--- config.mk ---
export PLATFORM = sky130hd
export DESIGN_NAME = nn_wb_csr_bridge
export DESIGN_NICKNAME = d
export VERILOG_FILES = /design/src/rtl/nn_wb_csr_bridge.sv
export SDC_FILE = /design/constraint.sdc
export NUM_CORES = 1
export LEC_CHECK = 0
export BUFFER_PORTS_ARGS = -buffer_cell sky130_fd_sc_hd__buf_2
export CORE_MARGIN = 4
export CORE_UTILIZATION = 55
export CTS_CLUSTER_DIAMETER = 200
export CTS_CLUSTER_SIZE = 30
export DETAILED_ROUTE_END_ITERATION = 10
export PLACE_DENSITY = 0.79
export SYNTH_ARGS = -nofsm -noshare
export SYNTH_HDL_FRONTEND = slang
export SYNTH_SLANG_ARGS = --single-unit
--- constraint.sdc ---
create_clock -name wb_clk_i -period 13.78 [get_ports wb_clk_i]
set_input_delay 2.067 -clock wb_clk_i [delete_from_list [all_inputs] [get_ports wb_clk_i]]
set_output_delay 2.067 -clock wb_clk_i [all_outputs]
set_load 0.01 [all_outputs]
--- src/rtl/nn_wb_csr_bridge.sv ---
// Wishbone CSR front end for the NN inference core: operand bank, control and
// status registers, a launch/wait sequencer with timeout, and a result FIFO.
module nn_wb_csr_bridge #(
  parameter int          N_OPERANDS     = 6,
  parameter int          FIFO_DEPTH     = 8,
  parameter int          TIMEOUT_CYCLES = 1024,
  parameter logic [31:0] BASE_ADDR      = 32'h3000_0000
) (
  input  logic                      wb_clk_i,
  input  logic                      wb_rst_i,
  input  logic                      wbs_stb_i,
  input  logic                      wbs_cyc_i,
  input  logic                      wbs_we_i,
  input  logic [3:0]                wbs_sel_i,
  input  logic [31:0]               wbs_adr_i,
  input  logic [31:0]               wbs_dat_i,
  output logic                      wbs_ack_o,
  output logic [31:0]               wbs_dat_o,
  input  logic [37:0]               io_in,
  output logic [37:0]               io_out,
  output logic [37:0]               io_oeb,
  output logic [32*N_OPERANDS-1:0]  core_operands,
  output logic                      core_in_valid,
  input  logic [31:0]               core_result,
  input  logic                      core_out_valid
);

  localparam int AW = (FIFO_DEPTH > 1) ? $clog2(FIFO_DEPTH) : 1;
  localparam int CW = AW + 1;
  localparam int TW = (TIMEOUT_CYCLES > 1) ? $clog2(TIMEOUT_CYCLES) : 1;
  localparam logic [TW-1:0] TMO_LAST = TW'((TIMEOUT_CYCLES > 0) ? (TIMEOUT_CYCLES - 1) : 0);
  localparam logic [CW-1:0] FIFO_FULL_COUNT = CW'(FIFO_DEPTH);

  typedef enum logic [1:0] {
    ST_IDLE   = 2'd0,
    ST_LAUNCH = 2'd1,
    ST_WAIT   = 2'd2
  } state_t;

  state_t                        state;
  logic [TW-1:0]                 tmo_cnt;
  logic                          timeout_flag;
  logic                          overflow_flag;
  logic                          sw_en;
  logic [31:0]                   last_result;
  logic [N_OPERANDS-1:0][31:0]   operands;
  logic [31:0]                   fifo_mem [FIFO_DEPTH];
  logic [AW-1:0]                 wr_ptr;
  logic [AW-1:0]                 rd_ptr;
  logic [CW-1:0]                 fifo_count;
  logic [2:0]                    sw_sync;

  logic        in_window;
  logic        xfer;
  logic        wr_xfer;
  logic        rd_xfer;
  logic [9:0]  word;
  logic [9:0]  op_off;
  logic        is_op;
  logic        busy;
  logic        ctrl_wr;
  logic        start_wr;
  logic        clr_flags;
  logic        flush;
  logic        op_wr;
  logic        pop;
  logic        fifo_empty;
  logic        fifo_full;
  logic        sw_rise;
  logic        launch_req;
  logic        result_acc;
  logic        do_push;
  logic        overflow_evt;
  logic [31:0] status_word;
  logic [31:0] rd_data;
  logic        unused_bits;

  // Bus decode: a transfer is a fresh strobe inside our 4 KiB window; the
  // ack-low qualifier makes back-to-back strobes take every other cycle.
  assign in_window = (wbs_adr_i & 32'hFFFF_F000) == BASE_ADDR;
  assign xfer      = wbs_cyc_i & wbs_stb_i & ~wbs_ack_o & in_window;
  assign wr_xfer   = xfer & wbs_we_i;
  assign rd_xfer   = xfer & ~wbs_we_i;
  assign word      = wbs_adr_i[11:2];
  assign op_off    = word - 10'd4;
  assign is_op     = (word >= 10'd4) && (op_off < 10'(N_OPERANDS));

  assign busy       = (state != ST_IDLE);
  assign ctrl_wr    = wr_xfer & (word == 10'd0) & wbs_sel_i[0];
  assign start_wr   = ctrl_wr & wbs_dat_i[0];
  assign clr_flags  = ctrl_wr & wbs_dat_i[2];
  assign flush      = ctrl_wr & wbs_dat_i[3];
  assign op_wr      = wr_xfer & is_op & ~busy;

  assign fifo_empty = (fifo_count == '0);
  assign fifo_full  = (fifo_count == FIFO_FULL_COUNT);
  assign pop        = rd_xfer & (word == 10'd2) & ~fifo_empty;

  assign sw_rise    = sw_sync[1] & ~sw_sync[2];
  assign launch_req = start_wr | (sw_en & sw_rise);
  assign result_acc = (state == ST_WAIT) & core_out_valid;

  // A pop in the same cycle frees a slot, so a full FIFO still accepts the push.
  assign do_push      = result_acc & (~fifo_full | pop);
  assign overflow_evt = result_acc & fifo_full & ~pop;

  assign status_word = {16'h0, 8'(fifo_count), 3'b000, timeout_flag,
                        overflow_flag, fifo_full, fifo_empty, busy};

  assign core_operands = operands;
  assign io_out        = {6'h00, last_result};
  assign io_oeb        = {6'h3F, 32'h0};

  assign unused_bits = ^{io_in[37:33], io_in[31:0], wbs_adr_i[1:0]};

  // Read-data selection for the register addressed in the current transfer.
  always_comb begin
    rd_data = 32'h0;
    case (word)
      10'd0:   rd_data = {30'h0, sw_en, 1'b0};
      10'd1:   rd_data = status_word;
      10'd2:   rd_data = fifo_empty ? 32'h0 : fifo_mem[rd_ptr];
      10'd3:   rd_data = last_result;
      default: begin
        for (int i = 0; i < N_OPERANDS; i++) begin
          if (is_op && (op_off == 10'(i))) rd_data = operands[i];
        end
      end
    endcase
  end

  // Registered acknowledge; read data is only non-zero alongside a read ack.
  always_ff @(posedge wb_clk_i or posedge wb_rst_i) begin
    if (wb_rst_i) begin
      wbs_ack_o <= 1'b0;
      wbs_dat_o <= 32'h0;
    end else begin
      wbs_ack_o <= xfer;
      wbs_dat_o <= rd_xfer ? rd_data : 32'h0;
    end
  end

  // Switch input: two synchroniser flops followed by the edge-history flop.
  always_ff @(posedge wb_clk_i or posedge wb_rst_i) begin
    if (wb_rst_i) begin
      sw_sync <= 3'b000;
    end else begin
      sw_sync <= {sw_sync[1:0], io_in[32]};
    end
  end

  // The only persistent CTRL bit is the switch-launch enable.
  always_ff @(posedge wb_clk_i or posedge wb_rst_i) begin
    if (wb_rst_i) begin
      sw_en <= 1'b0;
    end else if (ctrl_wr) begin
      sw_en <= wbs_dat_i[1];
    end
  end

  // Operand bank with byte enables; frozen while the core is working.
  always_ff @(posedge wb_clk_i or posedge wb_rst_i) begin
    if (wb_rst_i) begin
      operands <= '0;
    end else begin
      for (int i = 0; i < N_OPERANDS; i++) begin
        for (int b = 0; b < 4; b++) begin
          if (op_wr && (op_off == 10'(i)) && wbs_sel_i[b]) begin
            operands[i][8*b +: 8] <= wbs_dat_i[8*b +: 8];
          end
        end
      end
    end
  end

  // Launch/wait sequencer; a timeout set in the same cycle as a clear wins.
  always_ff @(posedge wb_clk_i or posedge wb_rst_i) begin
    if (wb_rst_i) begin
      state         <= ST_IDLE;
      core_in_valid <= 1'b0;
      tmo_cnt       <= '0;
      timeout_flag  <= 1'b0;
    end else begin
      core_in_valid <= 1'b0;
      if (clr_flags) timeout_flag <= 1'b0;
      case (state)
        ST_IDLE: begin
          if (launch_req) begin
            state         <= ST_LAUNCH;
            core_in_valid <= 1'b1;
          end
        end
        ST_LAUNCH: begin
          state   <= ST_WAIT;
          tmo_cnt <= '0;
        end
        ST_WAIT: begin
          if (core_out_valid) begin
            state <= ST_IDLE;
          end else if ((TIMEOUT_CYCLES != 0) && (tmo_cnt == TMO_LAST)) begin
            state        <= ST_IDLE;
            timeout_flag <= 1'b1;
          end else begin
            tmo_cnt <= tmo_cnt + 1'b1;
          end
        end
        default: state <= ST_IDLE;
      endcase
    end
  end

  // FIFO pointers, occupancy and overflow flag; flush overrides push and pop.
  always_ff @(posedge wb_clk_i or posedge wb_rst_i) begin
    if (wb_rst_i) begin
      wr_ptr        <= '0;
      rd_ptr        <= '0;
      fifo_count    <= '0;
      overflow_flag <= 1'b0;
    end else begin
      if (clr_flags)    overflow_flag <= 1'b0;
      if (overflow_evt) overflow_flag <= 1'b1;
      if (flush) begin
        wr_ptr     <= '0;
        rd_ptr     <= '0;
        fifo_count <= '0;
      end else begin
        if (pop)     rd_ptr <= rd_ptr + 1'b1;
        if (do_push) wr_ptr <= wr_ptr + 1'b1;
        fifo_count <= fifo_count + CW'(do_push) - CW'(pop);
      end
    end
  end

  // FIFO storage; contents need no reset since occupancy gates every read.
  always_ff @(posedge wb_clk_i) begin
    if (do_push && !flush) fifo_mem[wr_ptr] <= core_result;
  end

  // Most recent accepted result, kept even when the FIFO drops it.
  always_ff @(posedge wb_clk_i or posedge wb_rst_i) begin
    if (wb_rst_i) begin
      last_result <= 32'h0;
    end else if (result_acc) begin
      last_result <= core_result;
    end
  end

endmodule

==> out/metrics.csv <==
stage;metric;value;unit
status;outcome;complete, no violations;
grt;grt_max_degree;91;
cts;postCtsHoldBufs;0;
synth;synthTopCellsByArea;edfxtp_1 (33%), dfrtp_1 (30%), mux4_2 (9.2%), mux2_2 (8.7%), mux2_1 (2.4%);
critical_path;path_buf_inv;4;
synth;synth-edff-count;256;
routing;drtIter0Drc;1717;
placed_design;place_area;25800;um^2
critical_path;required;14.00;ns
timing;clock.fmax;0.190;GHz
critical_path;crit_fanout;34;
timing;hold_viol;0;
floorplan;rows;75;
timing;setup_viol;0;
critical_path;critPathMaxStageDelay;0.65;ns
critical_path;arrival;5.50;ns
critical_path;cpMostUsedCell;buf_4;
routing;wl_per_cell;27.6;um
floorplan;die_area;46100;um^2
timing;final-max-slew-violation-count;0;
synth;synth_seq_area_share;0.631;
critical_path;worst-path-stages;10;
timing;layout_min_cycle_time;5.27;ns
cts;cts_resized;0;
synth;yosysTopAreaCellShare;0.327;
critical_path;critPathKind;in2reg;
cts;numCtsBuffers;22;
synth;yosysWarnings;0;
critical_path;r2r_slack;10.09;ns
placed_design;dp_hpwl;46.0;mm
cts;htree_levels;1;
cts;post-cts-setup-buffers;0;
layout;layout.nets;1998;
layout;area_growth;12.6;%
power_and_ir_drop;power_leakage;0.0116;uW
synth;postSynthCellCount;1515;
cts;cts-root-buf;clkbuf_16;
synth;synth_seq_cells;542;
synth;syn_avg_cell_area;15.5;um^2
routing;drc;0;
power_and_ir_drop;p_per_area;101;nW/um^2
synth;synth_most_common_cell;dfrtp_1;
placed_design;gp_congestion;0.891;
synth;synth_top_family_by_area;multiplexers;
grt;grt_overflow;0;
critical_path;reg2reg_from;wbs_ack_o$_DFF_PP0_;
timing;worstMarginPinSlew;1.08;ns
grt;grt_pass1_wl;99.6;mm
critical_path;cp_slowest_cell;nor4b_4;
grt;grt_usage;0.282;
routing;viasPerCell;6.29;
synth;yosys.area.top_type;edfxtp_1;
cts;clk_path_buf_depth;3;
floorplan;start_util;0.558;
synth;synth_adder_area_share;0.00724;
synth;synth.mux.area_fraction;0.204;
synth;synthArstFlopShare;0.528;
grt;antenna_found_initial;10;
critical_path;crit_chain;buf_2 -> inv_1 -> ha_1 -> or4b_4 -> nor4_4 -> buf_4 -> nor4b_4 -> o21ai_4 -> nor4bb_4 -> buf_4;
synth;synth_area;23500;um^2
cts;cts_tree;done;
cts;cts.sinks;542;
timing;slew_headroom;0.281;
placed_design;portBuffers;362;
hold_path;hp-class;reg2reg;
floorplan;core;42100;um^2
floorplan;die_y;215;um
layout;nFillCells;3045;
critical_path;crit_path_end;fifo_mem[2][24]$_DFFE_PP_;
timing;hold_slack;0.382;ns
critical_path;worstRegToRegCells;6;
synth;synth-simple-area-share;0.0717;
routing;postRouteWirelength;66.1;mm
timing;rsz0062_at_grt;false;
timing;fin_skew;0.0514;ns
synth;ys_types;64;
floorplan;fp.dieW;215;um
timing;tns;0;ns
critical_path;worstSetupStartpointType;primary input;
routing;firstDrtPassIters;6;
layout;drive_gt1_frac;0.394;
flow_run;cap_violations;0;
floorplan;io-pin-count;446;
synth;synth_xor_area_frac;0.00447;
synth;netlist_top_cells_count;dfrtp_1 (286), edfxtp_1 (256), mux2_2 (181), nand2_1 (136), mux4_2 (96);
routing;ant_nets;0;
synth;synth_compound_area_frac;0.0501;
power_and_ir_drop;fin_total_pwr;2680;uW
timing;fin_crit_sh;0.382;
critical_path;end_kind;flip-flop;
layout;final_area;26500;um^2
critical_path;crit_start;wbs_adr_i[4];
grt;first_global_vias;15100;
critical_path;critPathTopFamily;simple AND/OR/NAND/NOR gates;
cts;clk_pin_slew;0.11;ns
power_and_ir_drop;peakVddDrop;118;uV
routing;vias;15100;
synth;synth_ff_type;dfrtp_1;
cts;clk_latency;0.58;ns
critical_path;r2r-end;fifo_mem[2][24]$_DFFE_PP_;
[sequential cells by signal, summed over array words and instances, names as in the netlist, 2 cells and up]
signal / cells
sw_sync: 3
last_result: 32
core_operands: 192
wr_ptr: 3
tmo_cnt: 10
fifo_mem: 256
fifo_count: 4
wbs_dat_o: 32
rd_ptr: 3
state: 2
[cells by family (layout without fill, tap and decap cells)]
kind of cell / after synthesis / after routing
multiplexers: 331 / 331
buffers and inverters: 144 / 439
AND/OR/NAND/NOR: 317 / 317
AO/OA/AOI/OAI: 154 / 154
adder cells (fa/ha/maj): 13 / 13
other: 2 / 52
XOR/XNOR: 12 / 12
flip-flops: 542 / 542
[metal layers]
metal,wire (um),vias to the layer above,share of wire,track usage
met5,29,-,0.00044,0
met2,32800,811,0.50,0.465
met4,1370,4,0.021,0.0564
met3,6450,89,0.097,0.0657
li1,-,6378,-,-
met1,25500,7814,0.39,0.392
[cell type report]
type	instances	area [um^2]	area share
flip-flops and latches	542	14800	0.561
multi-input cells	871	8210	0.310
repair buffers	390	2020	0.0765
well taps	539	674	0.0255
clock buffers	33	592	0.0224
inverters	14	60.1	0.00227
clock inverters	2	46.3	0.00175
diodes	8	20.0	0.000756
[through the flow]
stage	cells	worst slack [ns]	util
finish	2399	8.51	0.628
global route	2397	8.35	0.628
CTS	2391	8.55	0.628
detailed placement	2356	7.94	0.613
global placement	2356	8.00	0.613
floorplan	1557	3.82	-
[worst min path at each step]
stage	cells after the start	start	slack, ns	end
6_report	0	sw_sync[0]$_DFF_PP0_	0.38	sw_sync[1]$_DFF_PP0_
5_1_grt	0	sw_sync[1]$_DFF_PP0_	0.40	sw_sync[2]$_DFF_PP0_
4_1_cts	0	sw_sync[1]$_DFF_PP0_	0.37	sw_sync[2]$_DFF_PP0_
3_5_place_dp	0	sw_sync[0]$_DFF_PP0_	0.34	sw_sync[1]$_DFF_PP0_
3_3_place_gp	0	sw_sync[0]$_DFF_PP0_	0.34	sw_sync[1]$_DFF_PP0_
2_1_floorplan	0	sw_sync[0]$_DFF_PP0_	0.33	sw_sync[1]$_DFF_PP0_
[where the power goes]
group | leakage, uW | internal (uW) | switching [uW]
Clock | 0.000302 | 308 | 490
Sequential | 0.00622 | 1710 | 18.0
Combinational | 0.00511 | 50.1 | 106
Total | 0.0116 | 2070 | 614
[cells in the final DEF (no fill, tap or decap), types with 5 or more instances in the layout]
cell | synthesis | final
nand4_1 | 17 | 17
a21oi_1 | 16 | 16
nor2_1 | 28 | 25
a31oi_1 | 33 | 33
o21ai_0 | 8 | 8
mux2_1 | 50 | 50
clkbuf_16 | 0 | 22
nor4_4 | 5 | 5
buf_4 | 44 | 29
dfrtp_1 | 286 | 284
clkbuf_1 | 67 | 11
nor3_1 | 12 | 11
nand3_1 | 45 | 44
ha_1 | 12 | 12
nand2b_1 | 5 | 5
diode_2 | 0 | 8
conb_1 | 2 | 44
or4_1 | 7 | 7
mux4_2 | 96 | 96
buf_2 | 9 | 361
or2_2 | 5 | 5
nor4_1 | 10 | 6
a211oi_1 | 21 | 21
and3_1 | 7 | 7
mux2_2 | 181 | 181
a221oi_1 | 19 | 19
edfxtp_1 | 256 | 256
xor2_1 | 8 | 8
a22o_1 | 30 | 30
nand2_1 | 136 | 135
nor2b_1 | 10 | 9
inv_1 | 13 | 12
a221o_1 | 12 | 12
Power figures use the tool's default switching activity.
